===== config.mk =====
export PLATFORM = sky130hd
export DESIGN_NAME = fetch_ctrl_flat
export DESIGN_NICKNAME = d
export VERILOG_FILES = /design/src/rtl/fetch_ctrl_if.sv /design/src/rtl/fetch_ctrl.sv /design/src/flat_wrapper.sv
export SDC_FILE = /design/constraint.sdc
export NUM_CORES = 1
export LEC_CHECK = 0
export BUFFER_PORTS_ARGS = -buffer_cell sky130_fd_sc_hd__buf_2
export CAP_MARGIN = 20
export CORE_AREA = 2 2 69 71
export DETAILED_ROUTE_END_ITERATION = 10
export DIE_AREA = 0 0 71 73
export PLACE_DENSITY_LB_ADDON = 0.05
export SETUP_SLACK_MARGIN = 0.02
export SKIP_LAST_GASP = 1
export SLEW_MARGIN = 20
export SYNTH_ARGS = -nofsm -noshare
export SYNTH_HDL_FRONTEND = slang
export SYNTH_SLANG_ARGS = --single-unit

===== constraint.sdc =====
create_clock -name clk -period 2.85 [get_ports clk]
set_clock_uncertainty 0.15 [all_clocks]
set_input_delay 0.285 -clock clk [delete_from_list [all_inputs] [get_ports clk]]
set_output_delay 0.285 -clock clk [all_outputs]
set_load 0.1 [all_outputs]

===== src/rtl/fetch_ctrl_if.sv =====
// Instruction memory port between the fetch controller and a
// synchronous program memory (data returns one cycle after mem_rd).
interface fetch_ctrl_if #(
  parameter int ADDR_WIDTH = 10
);
  logic                  mem_rd;
  logic [ADDR_WIDTH-1:0] mem_addr;
  logic [15:0]           mem_data_in;

  modport master (
    output mem_rd,
    output mem_addr,
    input  mem_data_in
  );

  modport slave (
    input  mem_rd,
    input  mem_addr,
    output mem_data_in
  );
endinterface


===== src/rtl/fetch_ctrl.sv =====
// Fetch/decode sequencer: FETCH, LOAD, DECODE, EXECUTE, UPDATE.
// Evaluates conditional branches and strobes the PC advance.
module fetch_ctrl #(
  parameter int         ADDR_WIDTH = 10,
  parameter logic [3:0] BCOND_OP   = 4'b1100
) (
  input  logic                  clk,
  input  logic                  rst,
  input  logic [ADDR_WIDTH-1:0] pc_addr,
  input  logic                  stall,
  input  logic [4:0]            flags_in,
  input  logic                  exec_done,
  fetch_ctrl_if.master          bus,
  output logic [15:0]           ir,
  output logic                  exec_start,
  output logic                  pc_enable,
  output logic                  branch_select,
  output logic [7:0]            disp,
  output logic [ADDR_WIDTH-1:0] prev_addr,
  output logic [15:0]           retired_count
);

  typedef enum logic [2:0] {
    S_FETCH,
    S_LOAD,
    S_DECODE,
    S_EXECUTE,
    S_UPDATE
  } state_t;

  state_t state_q;
  state_t state_d;
  logic   taken_q;
  logic   cond_met;
  logic   is_branch;
  logic   rd;

  logic fc, fl, ff, fz, fn;

  assign fc = flags_in[4];
  assign fl = flags_in[3];
  assign ff = flags_in[2];
  assign fz = flags_in[1];
  assign fn = flags_in[0];

  assign is_branch    = (ir[15:12] == BCOND_OP);
  assign disp         = ir[7:0];
  assign bus.mem_addr = pc_addr;
  assign bus.mem_rd   = rd;

  // Branch condition evaluated against the live flags.
  always_comb begin
    cond_met = 1'b0;
    unique case (ir[11:8])
      4'b0000: cond_met = fz;
      4'b0001: cond_met = !fz;
      4'b0010: cond_met = fc;
      4'b0011: cond_met = !fc;
      4'b0100: cond_met = fl;
      4'b0101: cond_met = !fl;
      4'b0110: cond_met = fn;
      4'b0111: cond_met = !fn;
      4'b1000: cond_met = ff;
      4'b1001: cond_met = !ff;
      4'b1010: cond_met = !fl && !fz;
      4'b1011: cond_met = fl || fz;
      4'b1100: cond_met = !fn && !fz;
      4'b1101: cond_met = fn || fz;
      4'b1110: cond_met = 1'b1;
      4'b1111: cond_met = 1'b0;
      default: cond_met = 1'b0;
    endcase
  end

  // Next state and strobes; all strobes held low while in reset.
  always_comb begin
    state_d       = state_q;
    rd            = 1'b0;
    exec_start    = 1'b0;
    pc_enable     = 1'b0;
    branch_select = 1'b0;
    if (rst) begin
      unique case (state_q)
        S_FETCH: begin
          if (!stall) begin
            rd      = 1'b1;
            state_d = S_LOAD;
          end
        end
        S_LOAD: state_d = S_DECODE;
        S_DECODE: begin
          if (is_branch) begin
            state_d = S_UPDATE;
          end else begin
            exec_start = 1'b1;
            state_d    = S_EXECUTE;
          end
        end
        S_EXECUTE: begin
          if (exec_done) state_d = S_UPDATE;
        end
        S_UPDATE: begin
          pc_enable     = 1'b1;
          branch_select = taken_q;
          state_d       = S_FETCH;
        end
        default: state_d = S_FETCH;
      endcase
    end
  end

  // State register.
  always_ff @(posedge clk) begin
    if (!rst) state_q <= S_FETCH;
    else      state_q <= state_d;
  end

  // Datapath registers: ir, prev_addr, taken flag, retire counter.
  always_ff @(posedge clk) begin
    if (!rst) begin
      ir            <= '0;
      prev_addr     <= '0;
      retired_count <= '0;
      taken_q       <= 1'b0;
    end else begin
      if (rd) prev_addr <= pc_addr;
      if (state_q == S_LOAD) ir <= bus.mem_data_in;
      if (state_q == S_DECODE) taken_q <= is_branch && cond_met;
      if (state_q == S_UPDATE) retired_count <= retired_count + 16'd1;
    end
  end

endmodule


===== src/flat_wrapper.sv =====
// flat-port wrapper written by rule: the top's interface ports become plain ports
module fetch_ctrl_flat 
#(
  parameter int         ADDR_WIDTH = 10,
  parameter logic [3:0] BCOND_OP   = 4'b1100
)
  (clk, rst, pc_addr, stall, flags_in, exec_done, ir, exec_start, pc_enable, branch_select, disp, prev_addr, retired_count, bus_mem_rd, bus_mem_addr, bus_mem_data_in);
  fetch_ctrl_if #(.ADDR_WIDTH(ADDR_WIDTH)) bus_i ();
  input  logic clk;
  input  logic rst;
  input  logic [ADDR_WIDTH-1:0] pc_addr;
  input  logic stall;
  input  logic [4:0] flags_in;
  input  logic exec_done;
  output logic [15:0] ir;
  output logic exec_start;
  output logic pc_enable;
  output logic branch_select;
  output logic [7:0] disp;
  output logic [ADDR_WIDTH-1:0] prev_addr;
  output logic [15:0] retired_count;
  output wire logic [$bits(bus_i.mem_rd)-1:0] bus_mem_rd;
  output wire logic [$bits(bus_i.mem_addr)-1:0] bus_mem_addr;
  input wire logic [$bits(bus_i.mem_data_in)-1:0] bus_mem_data_in;
  assign bus_mem_rd = bus_i.mem_rd;
  assign bus_mem_addr = bus_i.mem_addr;
  assign bus_i.mem_data_in = bus_mem_data_in;
  fetch_ctrl #(.ADDR_WIDTH(ADDR_WIDTH), .BCOND_OP(BCOND_OP)) u_core (.clk(clk), .rst(rst), .pc_addr(pc_addr), .stall(stall), .flags_in(flags_in), .exec_done(exec_done), .bus(bus_i), .ir(ir), .exec_start(exec_start), .pc_enable(pc_enable), .branch_select(branch_select), .disp(disp), .prev_addr(prev_addr), .retired_count(retired_count));
endmodule

==> summary.txt <==
Pwr
  • Power Internal: about 960 µW
  • P_sw: between 600 and 700 µW
  • Clk network pwr share: 0.248
  • Reg power frac: 0.434
  • Sw Ratio: 0.409
  • Total power: approximately 1600 µW
  • Leakage: ~0.0013 µW
  • Worst-case vdd ir drop: about 340 µV
  • Power Dens Cells: 610 nW/µm²
  • Logic pwr share: 0.319

Clock network
  • Cts repair resizes: 0
  • TritonCTS clock tree: done
  • Clock-pin slew on the worst setup and hold paths: 0.08 ns
  • CTS Buffer Depth: 2
  • CTS root buffer: clkbuf_8
  • Post-CTS setup buffer count: 0
  • Hold-fix buffer count after cts: 0
  • CTS buffer count: 5
  • H-Tree Depth: 2
  • TritonCTS Sinks: 46
  • Clk_lat worst skew: roughly 0.29 ns

Synthesis
  • Synthesized area per cell: approximately 8.4 µm²
  • Main combinational cell family by area after synthesis: simple AND/OR/NAND/NOR gates
  • Multiplexer area fraction after synthesis: 0.0282
  • Synth unique cells: 40
  • Seq cells post-synth: 46
  • Synth Instances: between 200 and 300
  • EDFF count, synth: 0
  • Mapped Nets: 295
  • XOR/XNOR share of the synthesized area: 0.0403
  • Ys flop type: dfxtp_1
  • Simple-gate portion of the synthesized area: 0.285
  • Synth warn: 0
  • Area share of fa/ha/maj cells after synthesis: 0.00576
  • Synthesized area: 2170 µm²
  • Register area share after synthesis: 0.424
  • Compound-Gate Fraction of Synth Area: 0.117
  • Async SR Flop Fraction: 0

Route
  • Pre-antenna DRT Iters: 4
  • Avg WL per Cell: 11.1 µm
  • ANT nets after route: 0
  • Vias: about 1,900
  • # DRC: 0
  • Starting DRC count in detailed routing: 54
  • Final WL: between 4000 and 5000 µm
  • Via density: 4.87

Global route
  • Total GRT Usage: 0.170
  • Met2 Use GR: 0.277
  • GRT busiest layer: met2
  • Largest net degree at the start of global routing: 30
  • First-pass GRT wire length: 7090 µm
  • Grt met1 use: 0.218
  • Met3 Use GR: 0.0442
  • Total congestion overflow: 0
  • Initial antenna violation count: 0
  • Vias in the first global route: 1,653

Floorplan
  • Die area: around 5200 µm²
  • Cell Rows: 25
  • Die Y: approximately 73 µm
  • Die width: slightly above 70 µm
  • Core ar.: ~4500 µm²
  • Io pins: 99
  • Initial core utilization: 0.479

Cells and area
  • Layout Nets: 371
  • P&R area growth vs syn: 23.1%
  • Most common cell after layout, fill and taps aside: buf_2
  • Share of cells above drive strength 1: 0.339
  • Post-route insts no fill: 390
  • Fin util: 0.589
  • Diode count: 0
  • Most frequent cells in the layout: buf_2, nand2_1, dfxtp_1
  • Final Cell Area: roughly 2700 µm²

Placement
  • Hpwl dp: around 3100 µm
  • Gpl congestion: 0.724
  • Area after DPL: between 2000 and 3000 µm²
  • IO Port Bufs: 98
  • Placed Cells: 382

STA
  • Fin. max-slew vios: 0
  • # setup viols final: 0
  • Final min period: 2.20 ns
  • RSZ-0062 raised after global routing: no
  • F_max: 454 MHz
  • Worst relative slew slack: 0.573
  • Period utilisation layout: 0.772
  • Worst slew pin tran: ~0.64 ns
  • Setup_tns: 0 ns
  • Final Hold Fails: 0

Min path
  • Worst min path class: in -> reg

Critical path
  • CP endpoint: branch_select
  • Worst Path Class, Setup: reg -> out
  • Worst EP arrival: about 1.8 ns
  • Reg2reg setup slack: approximately 0.87 ns
  • RR Endpoint: u_core.retired_count[15]
  • Critical Path RT: 2.41 ns
  • Crit. Startpoint: u_core.state_q[0]
  • CP Max Fanout: 14
  • Reg-to-reg startpoint: u_core.state_q[0]
  • Startpoint types: flop
  • CP Capture Type: output pin
  • Worst R2R Path Depth: 4

Run status
  • Status: completed

Job
  • Max_cap viols: 0
-- layer usage --
layer,vias to the layer above,routed length (µm)
met3,5,255
met1,832,2090
met4,0,51
met5,-,0
met2,59,1930
li1,1003,-
-- flip-flops by register name (all words and copies together), names as in the netlist --
name	flops
u_core.taken_q	1
u_core.state_q	3
u_core.prev_addr	10
u_core.ir	16
u_core.retired_count	16
-- critical path, stage by stage, from the launching register on --
cell and delay [ns]:
dfxtp_1 0.47, nor2_1 0.27, nand2_1 0.14, nor2_1 0.15
buf_2 0.44
-- power groups by stage --
stage          clock network, µW  registers (µW)  logic [µW]
2_1_floorplan                  0             926         252
3_3_place_gp                   0             722         521
3_5_place_dp                   0             721         523
4_1_cts                      423             707         524
5_1_grt                      442             714         546
6_report                     404             707         520
-- kinds of logic after synthesis --
group           after synthesis
buf+inv                      35
simple gates                124
flops                        46
fa+ha+maj                     1
mux                           6
compound gates               37
xor+xnor                     10
-- cells in the mapped netlist (all sizes together), types with 2 or more instances --
cell | number | area share
xnor2 | 6 | 0.024
a21boi | 18 | 0.062
and3 | 2 | 0.0058
nand2b | 5 | 0.014
clkbuf | 8 | 0.014
nand3b | 2 | 0.0069
nand2 | 64 | 0.11
nor4bb | 3 | 0.014
nor2b | 3 | 0.0086
and2 | 9 | 0.026
nor3 | 5 | 0.012
o21ai | 11 | 0.025
mux2i | 5 | 0.023
inv | 3 | 0.0052
dfxtp | 46 | 0.42
nor4 | 5 | 0.021
nor2 | 10 | 0.017
buf | 24 | 0.080
nand4 | 4 | 0.012
xor2 | 4 | 0.016
nand3 | 7 | 0.016
-- final cells by class --
class | instances | area [µm²]
flip-flops and latches | 46 | 921
fillers | 440 | 1860
repair buffers | 101 | 528
clock buffers | 7 | 86.3
clock inverters | 1 | 5.00
inverters | 3 | 11.3
multi-input cells | 178 | 1050
well taps | 54 | 67.6
-- worst min path at each step --
stage                     endpoint  slack (ns)                 from  cells after the start
2_1_floorplan  u_core.prev_addr[0]        0.24           pc_addr[0]                      2
3_3_place_gp   u_core.prev_addr[0]        0.29  u_core.prev_addr[0]                      2
3_5_place_dp   u_core.prev_addr[8]        0.30  u_core.prev_addr[8]                      2
4_1_cts        u_core.prev_addr[8]        0.03           pc_addr[8]                      3
5_1_grt        u_core.prev_addr[8]        0.05           pc_addr[8]                      3
6_report       u_core.prev_addr[9]        0.04           pc_addr[9]                      3
-- metrics by stage --
step	hold slack, ns	setup slack [ns]
finish	0.0427	0.649
global route	0.0455	0.481
CTS	0.0331	0.637
detailed placement	0.303	0.770
global placement	0.293	0.814
floorplan	0.244	0.345
Power figures use the tool's default switching activity.
